`src/rtl/multicycle_datapath.sv`:
```
// multicycle_datapath: multicycle core for a small MIPS-like integer subset.
// Each instruction steps through FETCH, DECODE, EXEC, then MEM and/or WB.
// FETCH and MEM hold their request until the memory acknowledges it.
// Ports:
//   clk, rst_n                 clock and asynchronous active-low reset
//   imem_req/addr/ack/rdata    instruction fetch handshake (32-bit words)
//   dmem_req/we/addr/wdata/ack/rdata  data load/store handshake (WIDTH words)
//   pc                         current program counter
//   retire                     one-cycle pulse per completed instruction
//   halt, fault                core stopped; cause 01 illegal op, 10 misaligned
module multicycle_datapath #(
    parameter int unsigned      WIDTH    = 64,
    parameter logic [WIDTH-1:0] RESET_PC = {WIDTH{1'b0}}
) (
    input  logic             clk,
    input  logic             rst_n,
    output logic             imem_req,
    output logic [WIDTH-1:0] imem_addr,
    input  logic             imem_ack,
    input  logic [31:0]      imem_rdata,
    output logic             dmem_req,
    output logic             dmem_we,
    output logic [WIDTH-1:0] dmem_addr,
    output logic [WIDTH-1:0] dmem_wdata,
    input  logic             dmem_ack,
    input  logic [WIDTH-1:0] dmem_rdata,
    output logic [WIDTH-1:0] pc,
    output logic             retire,
    output logic             halt,
    output logic [1:0]       fault
);

    localparam int unsigned      ALIGN_BITS = (WIDTH == 64) ? 3 : 2;
    localparam logic [WIDTH-1:0] ZERO       = {WIDTH{1'b0}};
    localparam logic [WIDTH-1:0] PC_STEP    = {{(WIDTH-3){1'b0}}, 3'b100};

    typedef enum logic [2:0] {
        S_FETCH  = 3'd0,
        S_DECODE = 3'd1,
        S_EXEC   = 3'd2,
        S_MEM    = 3'd3,
        S_WB     = 3'd4,
        S_HALT   = 3'd5
    } state_t;

    state_t           state_q;
    logic [WIDTH-1:0] pc_q;
    logic [31:0]      ir_q;
    logic [WIDTH-1:0] a_q, b_q, imm_q, alu_q;
    logic [WIDTH-1:0] rf_q [32];
    logic             imem_req_q, dmem_req_q, dmem_we_q;
    logic [WIDTH-1:0] dmem_addr_q, dmem_wdata_q;
    logic             retire_q, halt_q;
    logic [1:0]       fault_q;

    // Instruction fields (IR stays valid from DECODE through WB)
    logic [5:0]       op_s, funct_s;
    logic [4:0]       rs_s, rt_s, rd_s, dest_s;
    logic [WIDTH-1:0] sext_s;
    assign op_s    = ir_q[31:26];
    assign rs_s    = ir_q[25:21];
    assign rt_s    = ir_q[20:16];
    assign rd_s    = ir_q[15:11];
    assign funct_s = ir_q[5:0];
    assign sext_s  = {{(WIDTH-16){ir_q[15]}}, ir_q[15:0]};

    logic is_r_s, is_addi_s, is_lw_s, is_sw_s, is_beq_s, is_bne_s, is_j_s, illegal_s;

    // Opcode/funct decode into one-hot instruction classes
    always_comb begin
        is_r_s    = 1'b0;
        is_addi_s = 1'b0;
        is_lw_s   = 1'b0;
        is_sw_s   = 1'b0;
        is_beq_s  = 1'b0;
        is_bne_s  = 1'b0;
        is_j_s    = 1'b0;
        illegal_s = 1'b0;
        case (op_s)
            6'h00: begin
                is_r_s = 1'b1;
                case (funct_s)
                    6'h20, 6'h22, 6'h24, 6'h25, 6'h2A: illegal_s = 1'b0;
                    default:                           illegal_s = 1'b1;
                endcase
            end
            6'h08:   is_addi_s = 1'b1;
            6'h23:   is_lw_s   = 1'b1;
            6'h2B:   is_sw_s   = 1'b1;
            6'h04:   is_beq_s  = 1'b1;
            6'h05:   is_bne_s  = 1'b1;
            6'h02:   is_j_s    = 1'b1;
            default: illegal_s = 1'b1;
        endcase
    end

    logic [WIDTH-1:0] alu_s;
    logic             slt_s;
    assign slt_s = ($signed(a_q) < $signed(b_q));

    // ALU: R-type uses A op B; addi and load/store addressing use A + sext(imm)
    always_comb begin
        alu_s = a_q + imm_q;
        if (is_r_s) begin
            case (funct_s)
                6'h20:   alu_s = a_q + b_q;
                6'h22:   alu_s = a_q - b_q;
                6'h24:   alu_s = a_q & b_q;
                6'h25:   alu_s = a_q | b_q;
                6'h2A:   alu_s = {{(WIDTH-1){1'b0}}, slt_s};
                default: alu_s = a_q + b_q;
            endcase
        end else begin
            alu_s = a_q + imm_q;
        end
    end

    logic             misaligned_s, br_taken_s, is_ctrl_s;
    logic [WIDTH-1:0] br_target_s, j_target_s;
    assign misaligned_s = |alu_s[ALIGN_BITS-1:0];
    assign br_taken_s   = (is_beq_s && (a_q == b_q)) || (is_bne_s && (a_q != b_q));
    assign is_ctrl_s    = is_beq_s || is_bne_s || is_j_s;
    // pc_q already points past the branch when these are used in EXEC
    assign br_target_s  = pc_q + {imm_q[WIDTH-3:0], 2'b00};
    assign j_target_s   = {pc_q[WIDTH-1:28], ir_q[25:0], 2'b00};
    assign dest_s       = is_r_s ? rd_s : rt_s;

    // Control FSM, datapath registers, register file and registered outputs
    always_ff @(posedge clk or negedge rst_n) begin
        if (!rst_n) begin
            state_q      <= S_FETCH;
            pc_q         <= RESET_PC;
            ir_q         <= 32'h0000_0000;
            a_q          <= ZERO;
            b_q          <= ZERO;
            imm_q        <= ZERO;
            alu_q        <= ZERO;
            imem_req_q   <= 1'b0;
            dmem_req_q   <= 1'b0;
            dmem_we_q    <= 1'b0;
            dmem_addr_q  <= ZERO;
            dmem_wdata_q <= ZERO;
            retire_q     <= 1'b0;
            halt_q       <= 1'b0;
            fault_q      <= 2'b00;
            for (int i = 0; i < 32; i++) begin
                rf_q[i] <= ZERO;
            end
        end else begin
            retire_q <= 1'b0;
            case (state_q)
                S_FETCH: begin
                    // Request is raised on entry; only the first fetch after
                    // reset arrives here with it still low.
                    if (!imem_req_q) begin
                        imem_req_q <= 1'b1;
                    end else if (imem_ack) begin
                        ir_q       <= imem_rdata;
                        pc_q       <= pc_q + PC_STEP;
                        imem_req_q <= 1'b0;
                        state_q    <= S_DECODE;
                    end else begin
                        imem_req_q <= 1'b1;
                    end
                end
                S_DECODE: begin
                    a_q   <= rf_q[rs_s];
                    b_q   <= rf_q[rt_s];
                    imm_q <= sext_s;
                    if (illegal_s) begin
                        halt_q  <= 1'b1;
                        fault_q <= 2'b01;
                        state_q <= S_HALT;
                    end else begin
                        state_q <= S_EXEC;
                    end
                end
                S_EXEC: begin
                    if (is_ctrl_s) begin
                        if (is_j_s) begin
                            pc_q <= j_target_s;
                        end else if (br_taken_s) begin
                            pc_q <= br_target_s;
                        end else begin
                            pc_q <= pc_q;
                        end
                        retire_q   <= 1'b1;
                        imem_req_q <= 1'b1;
                        state_q    <= S_FETCH;
                    end else if (is_lw_s || is_sw_s) begin
                        if (misaligned_s) begin
                            halt_q  <= 1'b1;
                            fault_q <= 2'b10;
                            state_q <= S_HALT;
                        end else begin
                            dmem_req_q   <= 1'b1;
                            dmem_we_q    <= is_sw_s;
                            dmem_addr_q  <= alu_s;
                            dmem_wdata_q <= b_q;
                            state_q      <= S_MEM;
                        end
                    end else begin
                        alu_q   <= alu_s;
                        state_q <= S_WB;
                    end
                end
                S_MEM: begin
                    if (dmem_ack) begin
                        dmem_req_q <= 1'b0;
                        dmem_we_q  <= 1'b0;
                        if (dmem_we_q) begin
                            retire_q   <= 1'b1;
                            imem_req_q <= 1'b1;
                            state_q    <= S_FETCH;
                        end else begin
                            alu_q   <= dmem_rdata;
                            state_q <= S_WB;
                        end
                    end else begin
                        dmem_req_q <= 1'b1;
                    end
                end
                S_WB: begin
                    if (dest_s != 5'd0) begin
                        rf_q[dest_s] <= alu_q;
                    end
                    retire_q   <= 1'b1;
                    imem_req_q <= 1'b1;
                    state_q    <= S_FETCH;
                end
                S_HALT: begin
                    imem_req_q <= 1'b0;
                    dmem_req_q <= 1'b0;
                end
                default: begin
                    imem_req_q <= 1'b0;
                    dmem_req_q <= 1'b0;
                    halt_q     <= 1'b1;
                    state_q    <= S_HALT;
                end
            endcase
        end
    end

    assign imem_req   = imem_req_q;
    assign imem_addr  = pc_q;
    assign dmem_req   = dmem_req_q;
    assign dmem_we    = dmem_we_q;
    assign dmem_addr  = dmem_addr_q;
    assign dmem_wdata = dmem_wdata_q;
    assign pc         = pc_q;
    assign retire     = retire_q;
    assign halt       = halt_q;
    assign fault      = fault_q;

endmodule
```
`config.mk`:
```
export PLATFORM = sky130hd
export DESIGN_NAME = multicycle_datapath
export DESIGN_NICKNAME = d
export VERILOG_FILES = /design/src/rtl/multicycle_datapath.sv
export SDC_FILE = /design/constraint.sdc
export NUM_CORES = 2
export LEC_CHECK = 0
export CAP_MARGIN = 10
export CORE_AREA = 2 2 444 666
export CTS_CLUSTER_SIZE = 28
export DETAILED_ROUTE_END_ITERATION = 10
export DIE_AREA = 0 0 446 668
export PLACE_DENSITY_LB_ADDON = 0.12
export SYNTH_ARGS = -nofsm -noshare
export SYNTH_HDL_FRONTEND = slang
export SYNTH_SLANG_ARGS = --single-unit
```
`constraint.sdc`:
```
create_clock -name clk -period 5.4 [get_ports clk]
set_input_delay 1.62 -clock clk [delete_from_list [all_inputs] [get_ports clk]]
set_output_delay 1.62 -clock clk [all_outputs]
set_load 0.02 [all_outputs]
```
Yosys cells after proc, flatten, opt, wreduce, memory -nomap -nowiden
Cells that the tools add are included.
{"block": "word_totals", "latch_bits": 0, "ram_bits": 0, "memories": 0, "output_inout_bits": 263, "in_bits": 100, "register_bits": 2490, "mem_bits_ro": 0, "wordCells": 202}
{"block": "classes", "eq_ne": 33, "shifts": 0, "div_mod_pow": 0, "n_bitwise": 11, "order_cmp": 5, "n_addsub": 5, "reduce_logical": 30, "multipliers": 0, "mux": 70}
{"op": "2048-bit bitwise mux", "count": 1}
{"op": "64-bit 2-to-1 mux", "count": 15}
{"op": "64-bit binary-select mux with 5-bit select", "count": 2}
{"op": "64-bit demux with 5-bit select", "count": 1}
{"op": "64-bit one-hot mux with 2 select lines", "count": 2}
{"op": "64-bit one-hot mux with 4 select lines", "count": 1}
{"op": "64-bit adder", "count": 3}
{"op": "64-bit by 3-bit adder with 64-bit output, second input constant", "count": 1}
{"op": "64-bit bitwise AND", "count": 1}
{"op": "64-bit equality test", "count": 1}
{"op": "64-bit less-than comparator", "count": 1}
{"op": "64-bit inequality test", "count": 1}
{"op": "64-bit OR", "count": 1}
{"op": "64-bit subtractor", "count": 1}
{"op": "6-bit equality test, second input constant", "count": 7}
{"op": "2-bit inequality test, second input constant", "count": 14}
{"op": "1-bit 2-to-1 mux", "count": 27}
{"op": "5-bit AND reduction", "count": 5}
{"op": "3-bit 2-to-1 mux", "count": 8}
{"op": "6-bit >= comparator, second input constant", "count": 3}
{"op": "5-bit inverter with 6-bit output", "count": 3}
{"op": "3-bit one-hot mux with 6 select lines", "count": 1}
{"op": "4-bit AND reduction", "count": 4}
{"op": "6-bit by 3-bit equality test with 1-bit output, second input constant", "count": 2}
{"op": "other kinds (27)", "count": 48}

Longest topological paths before layout
{"block": "logic_depth", "depth_word": 9, "mapped_depth": 15, "depth_no_buf": 15}

Worst setup path before layout
OpenSTA, ideal clock, no wires.
{"block": "synth_path", "kind": "reg2reg", "start": "reg, netlist name imm_q[15]", "end": "reg alu_q[57]", "path_stages_with_launch": 14, "setup_ns": 0.087, "period_less_slack_ns": 4.774, "slack_ns": 0.626, "arrival_time_ns": 4.688, "n_path_buf": 1, "t_required_ns": 5.313, "cell_sequence": "dfrtp_1 -> ha_1 -> buf_2 -> nand4_1 -> nor3_1 -> nor3b_1 -> o2111ai_1 -> a2111o_1 -> a211o_1 -> a211oi_2 -> nor3_1 -> or3b_1 -> o211a_1 -> o211ai_1"}
{"block": "synth_between", "elab_chain_cells": 5}
{"item": "64-bit adder", "line_no": "114", "rtl": "alu_s = a_q + imm_q;"}
{"item": "64-bit 2-to-1 mux", "line_no": "104", "rtl": "if (is_r_s) begin"}
{"item": "64-bit 2-to-1 mux", "line_no": "190", "rtl": "end else if (is_lw_s || is_sw_s) begin"}
{"item": "64-bit 2-to-1 mux", "line_no": "179", "rtl": "if (is_ctrl_s) begin"}
{"item": "64-bit one-hot mux with 2 select lines", "line_no": "151", "rtl": "case (state_q)"}
{"item": "end signal, assigned", "line_no": "203", "rtl": "alu_q <= alu_s;"}
{"item": "end signal, assigned", "line_no": "216", "rtl": "alu_q <= dmem_rdata;"}
{"item": "end, declared", "line_no": "49", "rtl": "logic [WIDTH-1:0] a_q, b_q, imm_q, alu_q;"}
No other way between the ends. The select of a mux whose other input is x is not followed.
A chain may end at the register's enable or synchronous reset.

Worst setup path after layout
{"block": "layout_path", "start": "reg, netlist name imm_q[15]", "end": "reg alu_q[57]"}
{"block": "layout_between", "elab_chain_cells": 5}
{"item": "64-bit adder", "line_no": "114"}
{"item": "64-bit 2-to-1 mux", "line_no": "104"}
{"item": "64-bit 2-to-1 mux", "line_no": "190"}
{"item": "64-bit 2-to-1 mux", "line_no": "179"}
{"item": "64-bit one-hot mux with 2 select lines", "line_no": "151"}
No other way between the ends. The select of a mux whose other input is x is not followed.

==> run metrics <==
failing checks setup timing; Root Driver clkbuf_16; crit path time final 5450 ps; num rows 243; DRT iter0 DRCs 10324; die area 298000 um2; DRC Markers 0; Pre-antenna DRT Iters 8; die height 668 um; period utilization 101%; simple-gate share of the synthesized area 5.42%; Avg Cell Area, Syn 12.9 um2; Adder-Cell Fraction of Synth Area 2.78%; Worst Setup Start Kind register; MaxCap Viol Count 0; peak supply drop 291 uV; largest net degree at the start of global routing 213; H-tree levels 4; antenna violations before repair 42; # IOs 363; post-synthesis xor/xnor area fraction 0.795%; Max-slew headroom 11.2%; vias in the first global route 105547; nets 11583; Leak Pwr 71.6 nW; clock latency on the worst-skew pair 960 ps; Via density 6.85; Hold Crit Class register to register; cts bufs inserted 247; Post-synth EDFFs 0; Hold Slack 395 ps; main combinational cell family by area after synthesis multiplexers; Synth Area in Compound Gates 7.71%; Async SR Flop Fraction 100%; grt ovf 0; gpl congestion 1.03; number of synthesized register bits 2488; crit path DAT 6300 ps; via count 103902; Power Density 231 nW/um2; Yosys cell types 108; total routed wirelength 536 mm; status finished, violations left; DP HPWL 365 mm; Worst EP required 6250 ps; dominant synthesized flop cell dfrtp_1; port bufs 358; post-detailed-route count of antenna-violating nets 0; Final WS setup -53.1 ps; most frequent cells in the layout dfrtp_1 (2477), mux2_2 (1756), mux4_2 (1280), a21oi_1 (612), nand2_1 (584); Resize count post-CTS 0; Reg clk slew, reported paths 60 ps; post-synthesis mux area share 36.3%; Crit Path Max Fanout 26; synth warn 0; Core Box Area 292000 um2; Worst-Margin Slew 1330 ps; CP endpoint kind register; RSZ-0062 raised after global routing no; Die W 446 um; Initial Util 49.8%; hold buffer count at CTS 0; CTS Buffer Depth 4; classification of the worst setup path register to register; Syn Inst Count 11230; CTS tree done; most common cell after layout, fill and taps aside dfrtp_1; Fmax achieved 0.183 GHz; first-pass GRT wire length 772 mm; layout cells sized above 1 35.3%; CTS Sinks 2488; Hold Vio Cnt, Final 0; Max Slew Vio Count 0; synthesized cell area 145000 um2; area growth from synthesis to layout 11.8%; WL/cell 35.3 um; # setup viols final 1; Setup Buffers After CTS 0; Total GRT Usage 35.9%; total power 37.5 mW; Clock Skew 75.0 ps; register area share after synthesis 42.8%
worst paths after layout:
check                      startpoint          to  slack [ps]  cells past startpoint
setup / recovery            imm_q[15]   alu_q[57]         -50                     12
hold / removal             rf_q[2030]  rf_q[2030]         390                      0
setup reg to reg            imm_q[15]   alu_q[57]         -50                     12
hold reg to reg            rf_q[2030]  rf_q[2030]         390                      0
max in group asynchronous       rst_n  rf_q[1635]        3270                      2
min in group asynchronous       rst_n   imm_q[14]         610                      1
power breakdown:
group	switching, mW	internal, mW
Sequential	0	18.6
Clock	7.93	10.4
Combinational	0.432	0.111
critical path, stage by stage (launching register included):
cell and delay, ps:
dfrtp_4 670, ha_1 510, nand4_1 240, nor3_1 270, nor3b_1 660, o2111ai_1 790
a2111o_1 740, a211o_1 460, a211oi_2 250, nor3_1 60, or3b_1 370, o211a_1 250
o211ai_1 80
sequential cells by signal, summed over array words and instances (netlist names):
signal and count:
retire 1, halt 1, dmem_we 1, imm_q 16
imem_addr 62, state_q 3, imem_req 1, ir_q 32
rf_q 2048, dmem_req 1, dmem_wdata 64, alu_q 64
a_q 64, dmem_addr 64, fault 2, b_q 64
cells by family (layout without fill, tap and decap cells):
logic type / after synthesis / in the layout
muxes: 3429 / 3429
DFF: 2488 / 2488
AOI/OAI and AO/OA: 1805 / 1805
and+or+nand+nor: 1680 / 1680
buffers and inverters: 1374 / 1503
adders and majority gates: 321 / 321
xor gates and xnor gates: 132 / 132
other: 1 / 24
stage by stage:
step | std cells | util (%) | setup WS, ps | area [um2] | setup TNS, ps
finish | 15179 | 55.7 | -53.1 | 163000 | -53.1
global route | 15165 | 55.7 | 66.4 | 163000 | 0
CTS | 15156 | 55.7 | 186 | 162000 | 0
detailed placement | 14707 | 52.8 | 197 | 154000 | 0
global placement | 14706 | 52.8 | 215 | 154000 | 0
floorplan | 11233 | - | 626 | 145000 | 0
Yosys cell counts, types with 38 or more instances:
| master | count | area, um2 |
|---|---|---|
| a211oi_1 | 44 | 330 |
| a21o_1 | 112 | 841 |
| a21oi_1 | 613 | 3070 |
| a31oi_1 | 64 | 400 |
| and2_1 | 38 | 238 |
| and3_1 | 64 | 400 |
| buf_1 | 126 | 473 |
| buf_2 | 158 | 791 |
| buf_4 | 121 | 908 |
| clkbuf_1 | 695 | 2610 |
| dfrtp_1 | 2488 | 62300 |
| ha_1 | 317 | 3970 |
| inv_1 | 249 | 935 |
| mux2_1 | 247 | 2780 |
| mux2_2 | 1756 | 19800 |
| mux2i_1 | 146 | 1460 |
| mux4_2 | 1280 | 28800 |
| nand2_1 | 593 | 2230 |
| nand2b_1 | 46 | 288 |
| nand3_1 | 127 | 636 |
| nand4_1 | 72 | 450 |
| nor2_1 | 456 | 1710 |
| nor3_1 | 87 | 435 |
| o211ai_1 | 48 | 360 |
| o21a_1 | 41 | 308 |
| o21ai_0 | 455 | 2280 |
| o21bai_1 | 67 | 503 |
| o22ai_1 | 39 | 244 |
| o31ai_1 | 41 | 308 |
| xnor2_1 | 83 | 727 |
| xor2_1 | 49 | 429 |
cell type report:
cell class                      count  area, um2
Sequential cell                  2488      62300
Inverter                          252        951
Fill cell                       23890     129000
Timing Repair Buffer              802       8700
Multi-Input combinational cell   7371      77400
Tap cell                         3797       4750
Clock inverter                    109       1350
Antenna cell                       20       50.0
Clock buffer                      340       7040
layer usage:
metal  track usage [%]  part of all wire, %
met5                 0                0.027
met4              18.0                  5.9
met3              7.19                  8.1
met2              57.8                   48
met1              46.3                   38
(Power assumes the default switching activity.)
